### src/rtl/branch_sequencer.sv
// branch_sequencer: multi-cycle branch/JAL/JALR sequencer driving a shared comparator, with event counters
module branch_sequencer #(
    parameter int IALIGN = 32,
    parameter int CNT_W  = 32
) (
    input  logic             clk,
    input  logic             rst,
    input  logic             start,
    input  logic [1:0]       kind,
    input  logic [2:0]       funct3,
    input  logic [31:0]      pc,
    input  logic [31:0]      rs1_val,
    input  logic [31:0]      rs2_val,
    input  logic [31:0]      imm,
    output logic             br_execute,
    output logic [31:0]      cmp_op_a,
    output logic [31:0]      cmp_op_b,
    output logic [2:0]       cmp_funct3,
    input  logic             do_branch,
    output logic             busy,
    output logic             done,
    output logic             taken,
    output logic [31:0]      next_pc,
    output logic [31:0]      link_value,
    output logic             link_we,
    output logic             misaligned,
    output logic             illegal,
    output logic [CNT_W-1:0] branch_cnt,
    output logic [CNT_W-1:0] taken_cnt
);
    localparam logic [1:0] IDLE = 2'd0, CMP = 2'd1, TGT = 2'd2, RESP = 2'd3;

    logic [1:0]  state;
    logic [1:0]  kind_q;
    logic [31:0] pc_q, imm_q;
    logic        br_q;
    logic [31:0] target, pc_plus4;
    logic        raw_taken, mis;

    always_comb begin
        target    = kind_q == 2'b10 ? (cmp_op_a + imm_q) & ~32'd1 : pc_q + imm_q;
        pc_plus4  = pc_q + 32'd4;
        raw_taken = kind_q == 2'b00 ? br_q : 1'b1;
        mis       = raw_taken & (IALIGN == 32 ? |target[1:0] : target[0]);
    end

    assign br_execute = state == CMP;
    assign busy       = state != IDLE;
    assign done       = state == RESP;

    always_ff @(posedge clk) begin
        if (rst) begin
            state      <= IDLE;
            kind_q     <= '0;
            pc_q       <= '0;
            imm_q      <= '0;
            br_q       <= 1'b0;
            cmp_op_a   <= '0;
            cmp_op_b   <= '0;
            cmp_funct3 <= '0;
            taken      <= 1'b0;
            next_pc    <= '0;
            link_value <= '0;
            link_we    <= 1'b0;
            misaligned <= 1'b0;
            illegal    <= 1'b0;
            branch_cnt <= '0;
            taken_cnt  <= '0;
        end else begin
            case (state)
                IDLE: if (start) begin
                    kind_q     <= kind;
                    cmp_funct3 <= funct3;
                    pc_q       <= pc;
                    cmp_op_a   <= rs1_val;
                    cmp_op_b   <= rs2_val;
                    imm_q      <= imm;
                    taken      <= 1'b0;
                    misaligned <= 1'b0;
                    link_we    <= 1'b0;
                    illegal    <= kind == 2'b11;
                    // Illegal skips straight to RESP, so its results are set here
                    if (kind == 2'b11) begin
                        next_pc    <= pc;
                        link_value <= pc + 32'd4;
                    end
                    state <= kind == 2'b00 ? CMP : kind == 2'b11 ? RESP : TGT;
                end
                CMP: begin
                    br_q  <= do_branch;
                    state <= TGT;
                end
                TGT: begin
                    taken      <= raw_taken & ~mis;
                    misaligned <= mis;
                    next_pc    <= mis ? pc_q : raw_taken ? target : pc_plus4;
                    link_value <= pc_plus4;
                    link_we    <= kind_q != 2'b00 && !mis;
                    state      <= RESP;
                end
                default: begin
                    if (kind_q == 2'b00) begin
                        if (branch_cnt != '1) branch_cnt <= branch_cnt + CNT_W'(1);
                        if (taken && taken_cnt != '1) taken_cnt <= taken_cnt + CNT_W'(1);
                    end
                    state <= IDLE;
                end
            endcase
        end
    end
endmodule
### config.mk
export PLATFORM = sky130hd
export DESIGN_NAME = branch_sequencer
export DESIGN_NICKNAME = d
export VERILOG_FILES = /design/src/rtl/branch_sequencer.sv
export SDC_FILE = /design/constraint.sdc
export NUM_CORES = 1
export LEC_CHECK = 0
export CELL_PAD_IN_SITES_DETAIL_PLACEMENT = 1
export CELL_PAD_IN_SITES_GLOBAL_PLACEMENT = 2
export CORE_AREA = 8 8 168 328
export CTS_CLUSTER_DIAMETER = 60
export DETAILED_ROUTE_END_ITERATION = 8
export DIE_AREA = 0 0 176 336
export GPL_TIMING_DRIVEN = 0
export MAX_ROUTING_LAYER = met4
export PLACE_DENSITY = 0.93
export RECOVER_POWER = 50
export SLEW_MARGIN = 15
export SYNTH_ARGS = -nofsm -noshare
export SYNTH_HDL_FRONTEND = slang
export SYNTH_SLANG_ARGS = --single-unit
### constraint.sdc
create_clock -name clk -period 4.9 [get_ports clk]
set_input_delay 0.735 -clock clk [delete_from_list [all_inputs] [get_ports clk]]
set_output_delay 0.735 -clock clk [all_outputs]
set_load 0.03 [all_outputs]
==> results of run 1 <==
-- flip-flops by register name, summed over array words and instances (netlist names), 3 cells and up --
| register | flops |
|---|---|
| branch_cnt | 32 |
| cmp_op_a | 32 |
| pc_q | 32 |
| link_value | 32 |
| imm_q | 32 |
| cmp_funct3 | 3 |
| cmp_op_b | 32 |
| taken_cnt | 32 |
| next_pc | 32 |
-- worst min-delay path by stage --
stage,from,end,cells after the start
after floorplan,imm_q[10]$_SDFFE_PP0P_,imm_q[10]$_SDFFE_PP0P_,2
after global placement,cmp_op_b[30]$_SDFFE_PP0P_,cmp_op_b[30]$_SDFFE_PP0P_,2
after detailed placement,link_value[17]$_SDFFE_PP0P_,link_value[17]$_SDFFE_PP0P_,2
after CTS,pc[16],pc_q[16]$_SDFFE_PP0P_,3
after global routing,pc[16],pc_q[16]$_SDFFE_PP0P_,3
final,pc[16],pc_q[16]$_SDFFE_PP0P_,3
-- final cells by class --
class / count / share of cell area, %
Clock buffer: 39 / 3.98
Tap cell: 654 / 3.96
Sequential cell: 268 / 26.0
Clock inverter: 11 / 0.491
Antenna cell: 1 / 0.0121
Buffer: 119 / 2.30
Multi-Input combinational cell: 1650 / 46.4
Timing Repair Buffer: 336 / 16.3
Inverter: 34 / 0.618
-- worst max-delay path, stage by stage, from the launching register on --
cell	delay, ps
dfxtp_1	370
inv_1	130
ha_1	150
buf_2	190
and2_1	140
clkbuf_1	600
nand2_1	560
o21ai_1	670
clkbuf_1	640
clkbuf_1	600
o2111ai_1	360
a21oi_1	200
-- kinds of logic after synthesis --
logic type	synth area share, %
AND/OR/NAND/NOR	24.3
AO/OA/AOI/OAI	21.9
flip-flops	34.5
XOR/XNOR	8.83
buffers and inverters	3.87
adder cells (fa/ha/maj)	5.96
multiplexers	0.651
-- cells in the final DEF, fill, tap and decap left out, drive strengths merged, types with 13 or more instances in the layout --
cell and instances:
nand2 447, dfxtp 268, a21oi 265, dlygate4sd3 185
nor2 171, clkdlybuf4s50 151, clkbuf 141, o21ai 96
xor2 86, xnor2 71, ha 71, nand3 63
inv 35, o211ai 34, nand4 32, and4 24
nor3 23, and3 23, a21o 23, a211oi 21
a31oi 20, or3 19, buf 17, and2 13
-- per-stage QoR --
step	setup TNS, ps	cells	setup WS [ps]
after global placement	-488	3061	-264
after floorplan	0	2071	1860
after global routing	0	3111	85.8
after detailed placement	-365	3061	-198
after CTS	0	3111	280
final	0	3112	192
-- power breakdown --
group	switching, W	internal [W]	leakage [nW]	total (W)
Combinational	0.00208	0.000950	5.50	0.00303
Clock	0.00101	0.00118	0.457	0.00219
Sequential	0.000276	0.00242	2.18	0.00269
-- metal layers --
| metal | wire length (um) | track usage [%] | vias up |
|---|---|---|---|
| li1 | - | - | 8003 |
| met1 | 24500 | 21.8 | 8270 |
| met2 | 41100 | 48.5 | 581 |
| met3 | 4240 | 5.19 | 255 |
| met4 | 6810 | 20.7 | 0 |
| met5 | 0 | - | - |
==> run_results.csv, run 1 <==
group,metric,value,unit
critical_path,setup.worst_path.start,"state[1]$_SDFFE_PP0P_",
place,io_buffers,336,
critical_path,endpoint,"next_pc[23]$_SDFFE_PP0P_",
cts,cts.sinks,268,
global_routing,grt_max_degree,16,
floorplanning,die_y,336,um
timing,max_slew_margin,23.6,%
timing,finalMaxSlewViolations,0,
power_and_ir_drop,power_leakage,8.14,nW
timing,hold_viol_final,0,
timing,skew,52.2,ps
cts,cts_buffers,28,
drt,vias,17100,
yosys,yosysMostFrequentCell,"nand2_1",
floorplanning,start_util,30.6,%
yosys,synth_common_cells,"nand2_1 (446), dfxtp_1 (268), a21oi_1 (263)",
cts,cts_setup_buffers,0,
global_routing,grt_pass1_vias,18700,
place,place_area,19800,um^2
run_status,status,"finished, final reports clean",
yosys,yosys_warnings,0,
yosys,synth_top_area_share,34.5,%
timing,tightestPinTransition,1140,ps
layout,seqCellArea,5370,um^2
critical_path,worstPathArrival,5250,ps
timing,fin_crit_sh,96.1,%
critical_path,start_kind,"flop",
timing,rsz0062_at_grt,"false",
layout,final_area,20600,um^2
global_routing,grt_first_pass_wirelength,112,mm
yosys,synth.area.top_cells,"dfxtp_1 (34%), nand2_1 (11%), a21oi_1 (8.5%)",
critical_path,required,5440,ps
timing,min_period,4710,ps
drt,ant_nets,0,
critical_path,cp_max_fo,10,
timing,fmax,212,MHz
yosys,yosys.area.top_type,"dfxtp_1",
critical_path,regToRegEndpoint,"next_pc[23]$_SDFFE_PP0P_",
timing,setup_viol,0,
worst_hold_path,hp-class,"input port to flop",
critical_path,endpoint_kind,"flop",
floorplanning,die-area,59100,um^2
drt,post_drt_wl_per_cell,24.6,um
global_routing,gr-total-overflow,0,
power_and_ir_drop,p_total,0.00791,W
critical_path,reg2reg_depth,11,
layout,multi_input_area,9570,um^2
global_routing,antenna_found_initial,0,
yosys,syn-num-nets,2281,
power_and_ir_drop,power.density,383,nW/um^2
place,post-dp-hpwl,62.0,mm
critical_path,reg2reg_setup_slack,190,ps
cts,ctsHoldBuffers,0,
cts,cts.clk_slew.worst_paths,70,ps
layout,layout.nets,2647,
layout,syn_to_final_growth,32.6,%
yosys,async_flop_share,0,%
critical_path,worst-setup-path-type,"flop to flop",
yosys,synth_edf_count,0,
yosys,ys.flop_type,"dfxtp_1",
drt,routed_wirelength,76.6,mm
cts,cts_root_buf,"clkbuf_16",
cts,clk_path_buf_depth,3,
job,max-cap-violations,0,
yosys,ys_seq_area_share,34.5,%
cts,htree_levels,1,
cts,clock_latency,630,ps
floorplanning,rows,117,
yosys,syn_inst,2071,
timing,hold_slack,435,ps
power_and_ir_drop,ir_drop,0.279,mV
floorplanning,die_x,176,um
yosys,ys_types,83,
cts,cts_tree,"built",
drt,drt_first_pass_iters,5,
global_routing,grt_util_all_layers,25.9,%
layout,fin_util,40.6,%
place,gp_congestion,0.952,
floorplanning,core_area,50800,um^2
yosys,synth.avg_cell_area,7.52,um^2
drt,viasPerCell,5.50,
drt,drc,0,
cts,post_cts_resize_count,0,
floorplanning,top_level_ports,339,
yosys,syn-cell-area,15600,um^2
yosys,synth_seq_cells,268,
layout,fillers,6224,
layout,drive_gt1_share,3.38,%
drt,drt_iter0_markers,725,
critical_path,r2r-start,"state[1]$_SDFFE_PP0P_",
Power figures use the tool's default switching activity.
==> inputs of run 2 (changes only) <==
--- a/config.mk
+++ b/config.mk
@@ -5,6 +5,7 @@
 export SDC_FILE = /design/constraint.sdc
 export NUM_CORES = 1
 export LEC_CHECK = 0
+export ABC_AREA = 0
 export CELL_PAD_IN_SITES_DETAIL_PLACEMENT = 1
 export CELL_PAD_IN_SITES_GLOBAL_PLACEMENT = 2
 export CORE_AREA = 8 8 168 328
==> results of run 2 <==
The final DEF is identical to that of run 1; final timing and power are the same.
==> inputs of run 3 (changes only) <==
--- a/config.mk
+++ b/config.mk
@@ -6,6 +6,7 @@
 export NUM_CORES = 1
 export LEC_CHECK = 0
 export ABC_AREA = 0
+export ABC_CLOCK_PERIOD_IN_PS = 4900
 export CELL_PAD_IN_SITES_DETAIL_PLACEMENT = 1
 export CELL_PAD_IN_SITES_GLOBAL_PLACEMENT = 2
 export CORE_AREA = 8 8 168 328
==> results of run 3 <==
The final DEF is identical to that of run 1; final timing and power are the same.
